## src/rtl/ahb_uart_loader_pkg.sv

```systemverilog
// Shared constants for the UART loader: HASTI widths/encodings, loader opcodes,
// loader hprot value and the FSM state encodings.
package ahb_uart_loader_pkg;

    localparam int HASTI_ADDR_WIDTH  = 32;
    localparam int HASTI_BUS_WIDTH   = 32;
    localparam int HASTI_SIZE_WIDTH  = 3;
    localparam int HASTI_BURST_WIDTH = 3;
    localparam int HASTI_PROT_WIDTH  = 4;
    localparam int HASTI_TRANS_WIDTH = 2;
    localparam int HASTI_RESP_WIDTH  = 1;

    localparam logic [HASTI_TRANS_WIDTH-1:0] HTRANS_IDLE   = 2'b00;
    localparam logic [HASTI_TRANS_WIDTH-1:0] HTRANS_NONSEQ = 2'b10;
    localparam logic [HASTI_SIZE_WIDTH-1:0]  HSIZE_WORD    = 3'b010;
    localparam logic [HASTI_BURST_WIDTH-1:0] HBURST_SINGLE = 3'b000;
    localparam logic [HASTI_RESP_WIDTH-1:0]  HRESP_OKAY    = 1'b0;
    localparam logic [HASTI_RESP_WIDTH-1:0]  HRESP_ERROR   = 1'b1;

    localparam logic [7:0] OP_WRITE = 8'h57;
    localparam logic [7:0] OP_READ  = 8'h52;
    localparam logic [7:0] OP_GO    = 8'h47;
    localparam logic [7:0] OP_HOLD  = 8'h48;

    localparam logic [HASTI_PROT_WIDTH-1:0] LOADER_HPROT = 4'b0011;

    typedef enum logic [2:0] {
        ST_IDLE,
        ST_GET_ADDR,
        ST_GET_DATA,
        ST_BUS_ADDR,
        ST_BUS_DATA,
        ST_SEND
    } loader_state_e;

    typedef enum logic [1:0] {
        RX_IDLE,
        RX_START,
        RX_DATA,
        RX_STOP
    } rx_phase_e;

endpackage

```

## src/rtl/uart_byte_phy.sv

```systemverilog
// 8N1 byte receiver, plus the byte transmitter when LOADER_READBACK_EN is defined.
// rx_valid is a one-cycle strobe on the stop-bit sample cycle; rx_ferr qualifies it.
module uart_byte_phy
    import ahb_uart_loader_pkg::*;
#(
    parameter int CLKS_PER_BIT = 868
) (
    input  logic       clk,
    input  logic       rst_n,
    input  logic       rxd,
    output logic       rx_valid,
    output logic [7:0] rx_data,
    output logic       rx_ferr
`ifdef LOADER_READBACK_EN
    ,
    input  logic       tx_start,
    input  logic [7:0] tx_data,
    output logic       tx_busy,
    output logic       txd
`endif
);

    localparam int CW = $clog2(CLKS_PER_BIT);
    localparam logic [CW-1:0] BIT_LAST  = CW'(CLKS_PER_BIT - 1);
    localparam logic [CW-1:0] HALF_LAST = CW'(CLKS_PER_BIT / 2 - 1);

    logic          rx_s1, rx_s2, rx_q;
    rx_phase_e     rx_phase;
    logic [CW-1:0] rx_cnt;
    logic [2:0]    rx_bit;
    logic [7:0]    rx_sr;

    always_ff @(posedge clk or negedge rst_n) begin
        if (!rst_n) begin
            rx_s1    <= 1'b1;
            rx_s2    <= 1'b1;
            rx_q     <= 1'b1;
            rx_phase <= RX_IDLE;
            rx_cnt   <= '0;
            rx_bit   <= '0;
            rx_sr    <= '0;
        end else begin
            rx_s1 <= rxd;
            rx_s2 <= rx_s1;
            rx_q  <= rx_s2;
            case (rx_phase)
                RX_IDLE: if (rx_q && !rx_s2) begin
                    rx_phase <= RX_START;
                    rx_cnt   <= '0;
                end
                // a start bit that is high again at half-bit was a glitch
                RX_START: if (rx_cnt == HALF_LAST) begin
                    rx_cnt   <= '0;
                    rx_bit   <= '0;
                    rx_phase <= rx_s2 ? RX_IDLE : RX_DATA;
                end else begin
                    rx_cnt <= rx_cnt + 1'b1;
                end
                RX_DATA: if (rx_cnt == BIT_LAST) begin
                    rx_cnt <= '0;
                    rx_sr  <= {rx_s2, rx_sr[7:1]};
                    rx_bit <= rx_bit + 3'd1;
                    if (rx_bit == 3'd7) rx_phase <= RX_STOP;
                end else begin
                    rx_cnt <= rx_cnt + 1'b1;
                end
                RX_STOP: if (rx_cnt == BIT_LAST) begin
                    rx_cnt   <= '0;
                    rx_phase <= RX_IDLE;
                end else begin
                    rx_cnt <= rx_cnt + 1'b1;
                end
                default: rx_phase <= RX_IDLE;
            endcase
        end
    end

    assign rx_valid = (rx_phase == RX_STOP) && (rx_cnt == BIT_LAST);
    assign rx_ferr  = rx_valid && !rx_s2;
    assign rx_data  = rx_sr;

`ifdef LOADER_READBACK_EN
    logic [CW-1:0] tx_cnt;
    logic [3:0]    tx_bit;
    logic [8:0]    tx_sr;
    logic          tx_act;
    logic          tx_last;

    // busy drops during the final stop-bit cycle so the next byte follows gaplessly
    assign tx_last = tx_act && (tx_cnt == BIT_LAST) && (tx_bit == 4'd9);
    assign tx_busy = tx_act && !tx_last;

    always_ff @(posedge clk or negedge rst_n) begin
        if (!rst_n) begin
            txd    <= 1'b1;
            tx_act <= 1'b0;
            tx_cnt <= '0;
            tx_bit <= '0;
            tx_sr  <= '1;
        end else if (tx_start && !tx_busy) begin
            txd    <= 1'b0;
            tx_sr  <= {1'b1, tx_data};
            tx_cnt <= '0;
            tx_bit <= '0;
            tx_act <= 1'b1;
        end else if (tx_act) begin
            if (tx_cnt == BIT_LAST) begin
                tx_cnt <= '0;
                if (tx_bit == 4'd9) begin
                    tx_act <= 1'b0;
                end else begin
                    txd    <= tx_sr[0];
                    tx_sr  <= {1'b1, tx_sr[8:1]};
                    tx_bit <= tx_bit + 4'd1;
                end
            end else begin
                tx_cnt <= tx_cnt + 1'b1;
            end
        end
    end
`endif

endmodule

```

## src/rtl/ahb_uart_loader.sv

```systemverilog
// UART command frames -> single-word AHB-Lite master transfers, plus core hold control.
// Define LOADER_READBACK_EN to enable the 'R' command and the TX reply path.
module ahb_uart_loader
    import ahb_uart_loader_pkg::*;
#(
    parameter int CLKS_PER_BIT = 868
) (
    input  logic                         hclk,
    input  logic                         hresetn,
    input  logic                         RXD,
    output logic                         TXD,
    output logic [HASTI_ADDR_WIDTH-1:0]  haddr,
    output logic                         hwrite,
    output logic [HASTI_SIZE_WIDTH-1:0]  hsize,
    output logic [HASTI_BURST_WIDTH-1:0] hburst,
    output logic                         hmastlock,
    output logic [HASTI_PROT_WIDTH-1:0]  hprot,
    output logic [HASTI_TRANS_WIDTH-1:0] htrans,
    output logic [HASTI_BUS_WIDTH-1:0]   hwdata,
    input  logic [HASTI_BUS_WIDTH-1:0]   hrdata,
    input  logic                         hready,
    input  logic [HASTI_RESP_WIDTH-1:0]  hresp,
    output logic                         core_hold,
    output logic                         bus_err
);

    assign hsize     = HSIZE_WORD;
    assign hburst    = HBURST_SINGLE;
    assign hmastlock = 1'b0;
    assign hprot     = LOADER_HPROT;

    logic       rx_valid, rx_ferr;
    logic [7:0] rx_data;

    loader_state_e state;
    logic          is_write;
    logic [1:0]    byte_cnt;
    logic [31:0]   addr_sr;
    logic [31:0]   data_sr;

`ifdef LOADER_READBACK_EN
    logic        tx_start, tx_busy, send_done;
    logic [31:0] tx_word;

    assign tx_start = (state == ST_SEND) && !tx_busy && !send_done;

    uart_byte_phy #(.CLKS_PER_BIT(CLKS_PER_BIT)) u_phy (
        .clk      (hclk),
        .rst_n    (hresetn),
        .rxd      (RXD),
        .rx_valid (rx_valid),
        .rx_data  (rx_data),
        .rx_ferr  (rx_ferr),
        .tx_start (tx_start),
        .tx_data  (tx_word[7:0]),
        .tx_busy  (tx_busy),
        .txd      (TXD)
    );
`else
    logic unused_rdata;
    assign unused_rdata = ^hrdata;
    assign TXD = 1'b1;

    uart_byte_phy #(.CLKS_PER_BIT(CLKS_PER_BIT)) u_phy (
        .clk      (hclk),
        .rst_n    (hresetn),
        .rxd      (RXD),
        .rx_valid (rx_valid),
        .rx_data  (rx_data),
        .rx_ferr  (rx_ferr)
    );
`endif

    always_ff @(posedge hclk or negedge hresetn) begin
        if (!hresetn) begin
            state     <= ST_IDLE;
            is_write  <= 1'b0;
            byte_cnt  <= '0;
            addr_sr   <= '0;
            data_sr   <= '0;
            haddr     <= '0;
            hwrite    <= 1'b0;
            htrans    <= HTRANS_IDLE;
            hwdata    <= '0;
            core_hold <= 1'b1;
            bus_err   <= 1'b0;
`ifdef LOADER_READBACK_EN
            tx_word   <= '0;
            send_done <= 1'b0;
`endif
        end else begin
            case (state)
                ST_IDLE: if (rx_valid && !rx_ferr) begin
                    byte_cnt <= '0;
                    case (rx_data)
                        OP_WRITE: begin
                            is_write <= 1'b1;
                            state    <= ST_GET_ADDR;
                        end
`ifdef LOADER_READBACK_EN
                        OP_READ: begin
                            is_write <= 1'b0;
                            state    <= ST_GET_ADDR;
                        end
`endif
                        OP_GO:   core_hold <= 1'b0;
                        OP_HOLD: core_hold <= 1'b1;
                        default: ;
                    endcase
                end
                // fields arrive little-endian, so shift each byte in from the top
                ST_GET_ADDR: if (rx_valid) begin
                    if (rx_ferr) begin
                        state <= ST_IDLE;
                    end else begin
                        addr_sr  <= {rx_data, addr_sr[31:8]};
                        byte_cnt <= byte_cnt + 2'd1;
                        if (byte_cnt == 2'd3) begin
                            if (is_write) begin
                                state <= ST_GET_DATA;
                            end else begin
                                state  <= ST_BUS_ADDR;
                                htrans <= HTRANS_NONSEQ;
                                haddr  <= {rx_data, addr_sr[31:10], 2'b00};
                                hwrite <= 1'b0;
                            end
                        end
                    end
                end
                ST_GET_DATA: if (rx_valid) begin
                    if (rx_ferr) begin
                        state <= ST_IDLE;
                    end else begin
                        data_sr  <= {rx_data, data_sr[31:8]};
                        byte_cnt <= byte_cnt + 2'd1;
                        if (byte_cnt == 2'd3) begin
                            state  <= ST_BUS_ADDR;
                            htrans <= HTRANS_NONSEQ;
                            haddr  <= {addr_sr[31:2], 2'b00};
                            hwrite <= 1'b1;
                        end
                    end
                end
                ST_BUS_ADDR: if (hready) begin
                    htrans <= HTRANS_IDLE;
                    state  <= ST_BUS_DATA;
                    if (hwrite) hwdata <= data_sr;
                end
                // an ERROR response still completes the transfer
                ST_BUS_DATA: if (hready) begin
                    if (hresp == HRESP_ERROR) bus_err <= 1'b1;
                    if (hwrite) begin
                        state <= ST_IDLE;
                    end else begin
`ifdef LOADER_READBACK_EN
                        tx_word   <= hrdata;
                        send_done <= 1'b0;
                        byte_cnt  <= '0;
                        state     <= ST_SEND;
`else
                        state <= ST_IDLE;
`endif
                    end
                end
`ifdef LOADER_READBACK_EN
                ST_SEND: if (!tx_busy) begin
                    if (send_done) begin
                        state <= ST_IDLE;
                    end else begin
                        tx_word  <= {8'h00, tx_word[31:8]};
                        byte_cnt <= byte_cnt + 2'd1;
                        if (byte_cnt == 2'd3) send_done <= 1'b1;
                    end
                end
`endif
                default: state <= ST_IDLE;
            endcase
        end
    end

endmodule
```

## config.mk

```make
export PLATFORM = sky130hd
export DESIGN_NAME = ahb_uart_loader
export DESIGN_NICKNAME = d
export VERILOG_FILES = /design/src/rtl/ahb_uart_loader_pkg.sv /design/src/rtl/uart_byte_phy.sv /design/src/rtl/ahb_uart_loader.sv
export SDC_FILE = /design/constraint.sdc
export NUM_CORES = 1
export LEC_CHECK = 0
export ABC_AREA = 1
export ABC_CLOCK_PERIOD_IN_PS = 2400
export BUFFER_PORTS_ARGS = -buffer_cell sky130_fd_sc_hd__buf_4
export CAP_MARGIN = 20
export CORE_MARGIN = 4
export CORE_UTILIZATION = 55
export DETAILED_ROUTE_END_ITERATION = 10
export HOLD_SLACK_MARGIN = 0.03
export MAX_ROUTING_LAYER = met4
export PLACE_DENSITY_LB_ADDON = 0.08
export SYNTH_ARGS = -nofsm -noshare
export SYNTH_HDL_FRONTEND = slang
export SYNTH_HIERARCHICAL = 1
export SYNTH_SLANG_ARGS = --single-unit
```

## constraint.sdc

```tcl
create_clock -name hclk -period 2.4 [get_ports hclk]
set_input_delay 0.72 -clock hclk [delete_from_list [all_inputs] [get_ports hclk]]
set_output_delay 0.72 -clock hclk [all_outputs]
set_load 0.02 [all_outputs]
```

==> results.tsv, run 1 <==
stage	metric	value	unit
outcome	status	finished, final reports clean	
setup_path	CP startpoint	u_phy/rx_cnt[0]$_DFFE_PN0P_	
setup_path	RR Startpoint	u_phy/rx_cnt[0]$_DFFE_PN0P_	
finish	Inserted Diodes	0	
cts	CTS root buffer	clkbuf_16	
drt	WL per Instance	15.0	µm
synth	Mapped Cells	779	
floorplanning	Die Footprint	15100	µm²
setup_path	crit path to	data_sr[17]$_DFFE_PN0P_	
floorplanning	Die H	123	µm
setup_path	CP startpoint kind	flop	
drt	DRC violations left	0	
synth	Compound-Gate Fraction of Synth Area	0.124	
finish	commonest non-fill, non-tap cell in the layout	nand2_1	
synth	dominant cell type by area after synthesis	dfrtp_1	
finish	register area	4010	µm²
cts	hold buffer count at CTS	0	
floorplanning	core area	12800	µm²
setup_path	Worst Path Max Fanout	18	
synth	top-area cell type share of the netlist area	0.539	
cts	Worst-path clk slew	60	ps
setup_path	WP data required	2730	ps
grt	largest net degree at the start of global routing	61	
setup_path	CP endpoint kind	flop	
timing	Max Slew Vio Count	0	
grt	vias in the first global route	5229	
setup_path	Slowest cell on crit path	dfrtp_1	
finish	final std cells w/o fill	1035	
drt	initial drt markers	524	
run	max-cap violation count	0	
place	Buffers on Ports	70	
cts	total CTS buffers	17	
place	GPL Wtd Cong	0.845	
setup_path	R2R cell count	13	
timing	Highest Clock Rate	453	MHz
synth	syn avg cell area	9.29	µm²
floorplanning	die width	123	µm
synth	synth top area cells	dfrtp_1 (54%), nand2_1 (12%), inv_1 (4.4%)	
grt	initial antenna violation count	0	
timing	worst hold slack	218	ps
setup_path	buffers and inverters on the worst path	5	
setup_path	Worst EP arrival	2540	ps
drt	Detail Route Antenna Nets	0	
place	hpwl dp	10100	µm
synth	largest family of logic cells by synthesized area	simple AND/OR/NAND/NOR gates	
setup_path	most used cell, CP	nand2_1	
timing	Final min period	2210	ps
floorplanning	Initial Utilization	0.567	
timing	worst slew pin tran	541	ps
synth	cell area after synthesis	7240	µm²
cts	CTS H-tree depth	4	
timing	Max-slew headroom	0.639	
grt	first-pass GRT wire length	25300	µm
pwr	Lkg Pwr	0.00415	µW
place	pre-CTS setup slack	116	ps
finish	nets@finish	892	
synth	sequential area share after synthesis	0.554	
synth	synth unique cells	39	
grt	global route overflow	0	
synth	multiplexer share of the synthesized area	0.0166	
floorplanning	Rows	41	
setup_path	Reg2Reg Setup Slack	190	ps
setup_path	Levels on crit path	13	
drt	final WL	15500	µm
timing	skew final	9.68	ps
floorplanning	# IOs	118	
timing	final setup vio count	0	
synth	Synth Area in Adders	0.00864	
finish	area grow syn2layout	17.9	%
setup_path	R2R Path End	data_sr[17]$_DFFE_PN0P_	
cts	Max Buffers Root-to-Sink	2	
timing	crit share post-route	0.920	
synth	flops & latches, synth	160	
pwr	Final Power	5710	µW
drt	routed vias	5422	
synth	post-synthesis xor/xnor area fraction	0.00605	
synth	synth warn	6	
setup_path	Setup CP Type	reg2reg	
cts	clk_lat worst skew	420	ps
finish	layout cells sized above 1	0.220	
synth	simple-gate share of the synthesized area	0.194	
finish	most frequent cells in the layout	nand2_1 (222), dfrtp_1 (156), inv_1 (84), buf_4 (77), o21ai_1 (60)	
drt	Vias per Instance	5.24	
worst_hold_path	class of the worst hold path	in2async	
grt	GRT Util Overall	0.221	
cts	Num Clock Sinks	160	
setup_path	CP top delay family	simple AND/OR/NAND/NOR gates	
cts	CTS tree	yes	
setup_path	critical-path cell list	ha_2 > nand3_1 > inv_2 > nand2_1 > nor4_2 > buf_4 > inv_1 > nand2_1 > inv_1 > nand2_4 > buf_12 > nand2_1 > o21ai_1	
place	Placed Cells	1000	
pwr	PwrDens	669	nW/µm²
setup_path	Max stage delay on crit path	400	ps
drt	Pre-antenna DRT Iters	5	
timing	hold violation count in the final report	0	
finish	Fill cells	1062	
timing	PnR worst setup slack	191	ps
finish	area occupied by multi-input gates	2610	µm²
pwr	peak supply drop	428	µV
## repair_timing
| action | 4_1_cts | 5_1_grt |
|---|---|---|
| hold endpoints to repair | 0 | 0 |
| setup buffers | 0 | 1 |
| resized for setup | 0 | 10 |
| setup endpoints to repair | 0 | 97 |
## per-layer routing
layer / track usage / wire length (µm) / vias to the layer above
li1: - / - / 2631
met1: 0.293 / 6980 / 2632
met2: 0.347 / 7590 / 140
met3: 0.0378 / 657 / 19
met4: 0.0735 / 253 / 0
met5: - / 0 / -
## Yosys cell counts, drive strengths merged
library cell and number:
ha 5, xor2 4, nand2 245, inv 92, a41o 1, o21bai 1
dfrtp 156, conb 2, nand4 8, xnor2 1, mux2 8, clkbuf 10
nor3 4, o211ai 30, nor3b 1, a22oi 1, nand3b 1, dfstp 4
nand3 21, o22ai 5, o21ai 110, buf 39, nor4 1, nor2 26
a21oi 3
## layout make-up
class                      count  share of cell area
clock inverter                12              0.0130
inverter                      92              0.0410
timing repair buffer          88              0.0920
clock buffer                  20              0.0535
multi-input combinational    491               0.306
sequential                   160               0.470
tap                          172              0.0252
## worst min-delay path by stage
stage,slack [ps],end,cells after the start
after global placement,350,u_phy/rx_s2$_DFF_PN1_,0
after floorplan,350,u_phy/rx_s2$_DFF_PN1_,0
final,220,haddr[5]$_DFFE_PN0P_,1
after global routing,240,haddr[5]$_DFFE_PN0P_,1
after CTS,220,haddr[5]$_DFFE_PN0P_,1
after detailed placement,350,u_phy/rx_s2$_DFF_PN1_,0
## registers in the layout (all words and copies together) (netlist names), 2 cells and up, named ones only
register       count
u_phy/rx_cnt      10
haddr             30
byte_cnt           2
hwdata            32
u_phy/rx_bit       3
u_phy/rx_data      8
state              3
addr_sr           30
data_sr           32
## kinds of logic (layout without fill, tap and decap cells)
family | count (synthesis) | in the layout
AOI/OAI and AO/OA | 151 | 151
xor gates and xnor gates | 5 | 5
adders and majority gates | 5 | 5
buffers and inverters | 141 | 212
DFF | 160 | 160
muxes | 8 | 8
other | 2 | 15
and+or+nand+nor | 307 | 307
## stage by stage
| step | util | instance area, µm² | setup TNS (ps) |
|---|---|---|---|
| CTS | 0.661 | 8450 | 0 |
| global placement | 0.617 | 7880 | 0 |
| detailed placement | 0.617 | 7880 | 0 |
| global route | 0.668 | 8540 | -122 |
| finish | 0.668 | 8540 | 0 |
| floorplan | - | 7290 | 0 |
## power breakdown
part / total, µW / internal (µW) / switching (µW)
registers: 2780 / 2740 / 37.5
logic: 378 / 112 / 266
clock network: 2550 / 1490 / 1070
total: 5710 / 4340 / 1370
No activity file was read; power rests on OpenSTA's default activity.
==> run 2: changes to the inputs <==
--- a/config.mk
+++ b/config.mk
@@ -7,7 +7,7 @@
 export LEC_CHECK = 0
 export ABC_AREA = 1
 export ABC_CLOCK_PERIOD_IN_PS = 2400
-export BUFFER_PORTS_ARGS = -buffer_cell sky130_fd_sc_hd__buf_4
+export BUFFER_PORTS_ARGS = -buffer_cell sky130_fd_sc_hd__buf_2
 export CAP_MARGIN = 20
 export CORE_MARGIN = 4
 export CORE_UTILIZATION = 55
==> results.tsv, run 2 (synthesized netlist as in run 1, its figures left out) <==
stage	metric	value	unit	change
outcome	status	finished, final reports clean		
place	Post-DP Area	7720	µm²	-2.0%
finish	area grow syn2layout	15.0	%	
cts	CTS tree	yes		
drt	DR top layer	met4		
pwr	Lkg Pwr	0.00411	µW	-1.0%
timing	Highest Clock Rate	445	MHz	-1.6%
drt	WL per Instance	14.3	µm	-4.2%
finish	nets@finish	889		-0.34%
floorplanning	Rows	41		unchanged
cts	total CTS buffers	17		unchanged
timing	Final min period	2250	ps	+36.8 ps
pwr	PwrDens	691	nW/µm²	+3.3%
drt	Vias per Instance	5.15		-1.7%
cts	CTS root buffer	clkbuf_16		
timing	final setup vio count	0		unchanged
drt	M1 WL	6960	µm	-0.24%
timing	setup tns final	0	ps	unchanged
drt	routed wl met3	570	µm	-13%
grt	initial antenna violation count	0		unchanged
timing	Max Slew Vio Count	0		unchanged
grt	largest net degree at the start of global routing	61		unchanged
grt	GRT Util Overall	0.214		-0.00639
drt	Pre-antenna DRT Iters	5		unchanged
cts	hold buffer count at CTS	0		unchanged
drt	initial drt markers	511		-2.5%
setup_path	Worst Path Max Fanout	33		+15
cts	setup bufs post-CTS	0		unchanged
grt	vias in the first global route	5045		-3.5%
finish	Fill cells	1067		+0.47%
grt	first-pass GRT wire length	24500	µm	-3.2%
floorplanning	die width	123	µm	unchanged
drt	DRC violations left	0		unchanged
timing	worst slew pin tran	557	ps	+15.6 ps
setup_path	CP startpoint kind	flop		
finish	final instance area	8330	µm²	-2.5%
setup_path	Worst EP arrival	2550	ps	about the same
drt	DR WL met2	7020	µm	-7.5%
finish	top flop regs	data_sr: 32 flops, hwdata: 32 flops		
finish	commonest non-fill, non-tap cell in the layout	nand2_1		
cts	CTS H-tree depth	4		unchanged
worst_hold_path	class of the worst hold path	in2async		
cts	clk_lat worst skew	420	ps	about the same
setup_path	CP endpoint kind	flop		
cts	Num Clock Sinks	160		unchanged
floorplanning	Initial Utilization	0.567		unchanged
setup_path	Setup CP Type	reg2reg		
place	GPL Wtd Cong	0.829		-1.9%
drt	routed vias	5314		-2.0%
timing	hold violation count in the final report	0		unchanged
timing	Max-slew headroom	0.629		-0.0104
setup_path	WP data required	2710	ps	-20 ps
place	hpwl dp	10100	µm	-0.41%
timing	worst hold slack	235	ps	+17.2 ps
timing	RSZ-0062 raised after global routing	true		
floorplanning	Die Footprint	15100	µm²	unchanged
floorplanning	# IOs	118		unchanged
grt	global route overflow	0		unchanged
cts	Worst-path clk slew	60	ps	about the same
finish	Inserted Diodes	0		unchanged
setup_path	Reg2Reg Setup Slack	150	ps	-40 ps
pwr	Final Power	5750	µW	+0.79%
place	Buffers on Ports	70		unchanged
timing	skew final	6.14	ps	-3.54 ps
floorplanning	Die H	123	µm	unchanged
timing	crit share post-route	0.936		+0.0153
floorplanning	core area	12800	µm²	unchanged
drt	final WL	14800	µm	-4.5%
finish	most frequent cells in the layout	nand2_1 (222), dfrtp_1 (156), inv_1 (85), buf_2 (69), o21ai_1 (60)		
pwr	peak supply drop	412	µV	-3.8%
cts	Max Buffers Root-to-Sink	2		unchanged
run	max-cap violation count	0		unchanged
finish	layout cells sized above 1	0.212		-0.00853
drt	Detail Route Antenna Nets	0		unchanged
## run 2: final timing paths
| path | from | to | cells after the start |
|---|---|---|---|
| worst max-delay path | u_phy/rx_cnt[0]$_DFFE_PN0P_ | haddr[14]$_DFFE_PN0P_ | 11 |
| worst min-delay path | hresetn | haddr[7]$_DFFE_PN0P_ | 1 |
| worst max register to register | u_phy/rx_cnt[0]$_DFFE_PN0P_ | haddr[14]$_DFFE_PN0P_ | 11 |
| worst min register to register | u_phy/rx_s1$_DFF_PN1_ | u_phy/rx_s2$_DFF_PN1_ | 0 |
| max in group asynchronous | hresetn | u_phy/rx_cnt[1]$_DFFE_PN0P_ | 2 |
| min in group hclk | u_phy/rx_s1$_DFF_PN1_ | u_phy/rx_s2$_DFF_PN1_ | 0 |
## run 2: worst max-delay path, cell delays in order, from the launching register on
cell and delay (ps):
dfrtp_1 410, ha_1 250, nand3_1 110, inv_1 130, nand2_1 110, nor3_2 220
nand2_1 130, o21bai_4 220, nor2_8 170, inv_4 180, nand2_1 120, nand2_1 50
## run 2: routing by layer
layer | vias to the layer above | global-route usage
met5 | - | -
met2 | 115 | 0.324
met1 | 2561 | 0.293
met4 | 0 | 0.0770
li1 | 2619 | -
met3 | 19 | 0.0387
## run 2: per-stage QoR
step	utilization	std cells	setup slack (ps)
5_1_grt	0.652	1032	-5.43
2_1_floorplan	-	792	313
4_1_cts	0.649	1031	20.5
6_report	0.652	1032	154
3_5_place_dp	0.605	999	37.6
3_3_place_gp	0.605	999	81.5
## run 2: where the power goes
group          total, µW  internal, µW  switching (µW)
Combinational        357           103             255
Sequential          2780          2740            39.3
Clock               2620          1550            1070
Total               5750          4400            1360
## run 2: what timing repair did
item                                    in CTS  in global routing
resized for setup                            0                  3
endpoints found under the setup margin       0                 97
endpoints found under the hold margin        0                  0
## run 2: layout make-up
cell class              count  area (µm²)  share of cell area
multi-input cells         491        2600               0.313
clock inverters            10         111              0.0134
repair buffers             85         587              0.0705
well taps                 172         215              0.0258
clock buffers              22         454              0.0545
flip-flops and latches    160        4010               0.481
inverters                  92         348              0.0418
==> run 3: changes to the inputs <==
--- a/config.mk
+++ b/config.mk
@@ -7,11 +7,11 @@
 export LEC_CHECK = 0
 export ABC_AREA = 1
 export ABC_CLOCK_PERIOD_IN_PS = 2400
-export BUFFER_PORTS_ARGS = -buffer_cell sky130_fd_sc_hd__buf_2
 export CAP_MARGIN = 20
 export CORE_MARGIN = 4
 export CORE_UTILIZATION = 55
 export DETAILED_ROUTE_END_ITERATION = 10
+export DONT_BUFFER_PORTS = 1
 export HOLD_SLACK_MARGIN = 0.03
 export MAX_ROUTING_LAYER = met4
 export PLACE_DENSITY_LB_ADDON = 0.08
==> results.tsv, run 3 (synthesized netlist as in run 1, its figures left out) <==
stage	metric	value	unit	change
outcome	status	finished, violations left		
outcome	failing checks	hold timing		
timing	Final min period	2170	ps	-73.4 ps
finish	most frequent cells in the layout	nand2_1 (222), dfrtp_1 (155), inv_1 (85), o21ai_1 (60), o21ai_0 (39)		
grt	GRT Util Overall	0.204		-0.0103
drt	Detail Route Antenna Nets	0		unchanged
timing	hold violation count in the final report	5		+5
finish	Inserted Diodes	0		unchanged
timing	final setup vio count	0		unchanged
floorplanning	Initial Utilization	0.567		unchanged
setup_path	RR Startpoint	u_phy/rx_cnt[3]$_DFFE_PN0P_		
timing	Max Slew Vio Count	0		unchanged
pwr	clock power share	0.483		+0.028
timing	crit share post-route	0.905		-0.0306
timing	RSZ-0062 raised after global routing	false		
finish	nets@finish	815		-8.3%
drt	final WL	14200	µm	-4.0%
finish	top flop regs	data_sr: 32 flops, hwdata: 32 flops		
setup_path	CP endpoint kind	flop		
floorplanning	# IOs	118		unchanged
setup_path	R2R Path End	haddr[20]$_DFFE_PN0P_		
setup_path	R2R cell count	12		+1
cts	Max Buffers Root-to-Sink	2		unchanged
cts	Worst-path clk slew	60	ps	about the same
pwr	PwrDens	749	nW/µm²	+8.4%
setup_path	Worst Path Max Fanout	25		-24%
floorplanning	Die Footprint	15100	µm²	unchanged
setup_path	Setup CP Type	reg2reg		
place	Buffers on Ports	0		-100%
pwr	Sequential Power Share	0.467		-0.016
timing	worst hold slack	-3.80	ps	-239 ps
drt	WL per Instance	14.8	µm	+3.5%
setup_path	Reg2Reg Setup Slack	230	ps	+70 ps
grt	first-pass GRT wire length	23600	µm	-3.9%
timing	worst slew pin tran	640	ps	+83.7 ps
finish	area grow syn2layout	9.82	%	
cts	clk_lat worst skew	420	ps	about the same
cts	setup bufs post-CTS	0		unchanged
floorplanning	core area	12800	µm²	unchanged
setup_path	Worst EP arrival	2530	ps	-20 ps
cts	CTS tree	yes		
finish	commonest non-fill, non-tap cell in the layout	nand2_1		
floorplanning	Die H	123	µm	unchanged
setup_path	CP startpoint	u_phy/rx_cnt[3]$_DFFE_PN0P_		
drt	Vias per Instance	5.17		+0.49%
grt	initial antenna violation count	0		unchanged
setup_path	CP startpoint kind	flop		
grt	global route overflow	0		unchanged
finish	layout cells sized above 1	0.140		-0.0717
pwr	peak supply drop	472	µV	+14%
pwr	switching portion of total power	0.229		-0.00687
worst_hold_path	class of the worst hold path	in2async		
floorplanning	die width	123	µm	unchanged
place	hpwl dp	9240	µm	-8.1%
run	max-cap violation count	0		unchanged
drt	Pre-antenna DRT Iters	5		unchanged
timing	skew final	8.70	ps	+2.57 ps
drt	initial drt markers	474		-7.2%
cts	CTS root buffer	clkbuf_16		
cts	total CTS buffers	17		unchanged
cts	Num Clock Sinks	160		unchanged
cts	CTS H-tree depth	4		unchanged
grt	vias in the first global route	4877		-3.3%
drt	DRC violations left	0		unchanged
place	GPL Wtd Cong	0.810		-2.4%
floorplanning	Rows	41		unchanged
timing	Highest Clock Rate	460	MHz	+3.4%
timing	Max-slew headroom	0.573		-0.0558
pwr	Net Sw Power	1370	µW	+0.48%
pwr	Lkg Pwr	0.00372	µW	-9.5%
timing	setup tns final	0	ps	unchanged
drt	routed vias	4957		-6.7%
pwr	Logic pwr share	0.049		-0.013
setup_path	WP data required	2750	ps	+40 ps
pwr	Internal	4590	µW	+4.4%
grt	largest net degree at the start of global routing	161		+160%
==> run 3: cell types whose count changed in the layout (fill, tap and decap cells not counted), sizes merged <==
| cell | before | now |
|---|---|---|
| clkbuf | 23 | 19 |
| buf | 84 | 10 |
| bufinv | 2 | 4 |
| clkinv | 4 | 3 |
| inv | 93 | 97 |
| clkinvlp | 3 | 2 |
==> run 3: what timing repair did <==
action                                  in CTS  in global routing
resized for setup                            0                  3
hold endpoints to repair                   156                156
endpoints found under the setup margin       0                 46
==> run 3: worst max-delay path, cell delays in order (launching register included) <==
cell	delay, ps
dfrtp_1	420
inv_2	120
nand2_4	80
nor3_4	210
nand2_1	110
nor3_1	140
buf_4	150
nand2_1	80
o21bai_4	200
nor2_8	150
buf_12	190
o211ai_1	140
nand2_1	100
==> run 3: routing by layer <==
metal,up-vias,part of all wire,GRT usage
met5,-,0,-
met4,0,0.013,0.0679
met3,15,0.052,0.0530
met2,99,0.46,0.303
met1,2381,0.47,0.275
li1,2462,-,-
==> run 3: cell type report <==
type | instances | area (µm²)
fill | 1096 | 4820
inverter | 92 | 350
clock buffer | 18 | 429
clock inverter | 14 | 205
multi-input combinational | 491 | 2590
sequential | 160 | 4010
tap | 172 | 215
timing repair buffer | 11 | 150
==> run 3: worst max-delay path by stage <==
stage                                          to  slack, ps  depth (start not counted)
after floorplan           addr_sr[16]$_DFFE_PN0P_        310                         11
after global placement         hwrite$_DFFE_PN0P_        230                         12
after detailed placement       hwrite$_DFFE_PN0P_        220                         12
after CTS                   haddr[17]$_DFFE_PN0P_        190                         13
after global routing       data_sr[5]$_DFFE_PN0P_          9                         13
final                       haddr[20]$_DFFE_PN0P_        230                         12
==> run 3: per-stage QoR <==
| step | util | cell area, µm² | cells | total power (µW) | worst slack [ps] |
|---|---|---|---|---|---|
| 3_3_place_gp | 0.570 | 7290 | 925 | 3100 | 227 |
| 3_5_place_dp | 0.570 | 7290 | 925 | 3120 | 221 |
| 6_report | 0.622 | 7950 | 958 | 5950 | 228 |
| 4_1_cts | 0.620 | 7920 | 957 | 6000 | 187 |
| 2_1_floorplan | - | 7290 | 792 | 3070 | 313 |
| 5_1_grt | 0.622 | 7950 | 958 | 6160 | 9.48 |
==> run 3: power groups by stage <==
stage               Sequential (µW)  Clock, µW  Combinational, µW
detailed placement             2830          0                290
CTS                            2780       2940                291
global placement               2820          0                278
floorplan                      2820          0                253
finish                         2780       2880                294
global route                   2790       3040                331
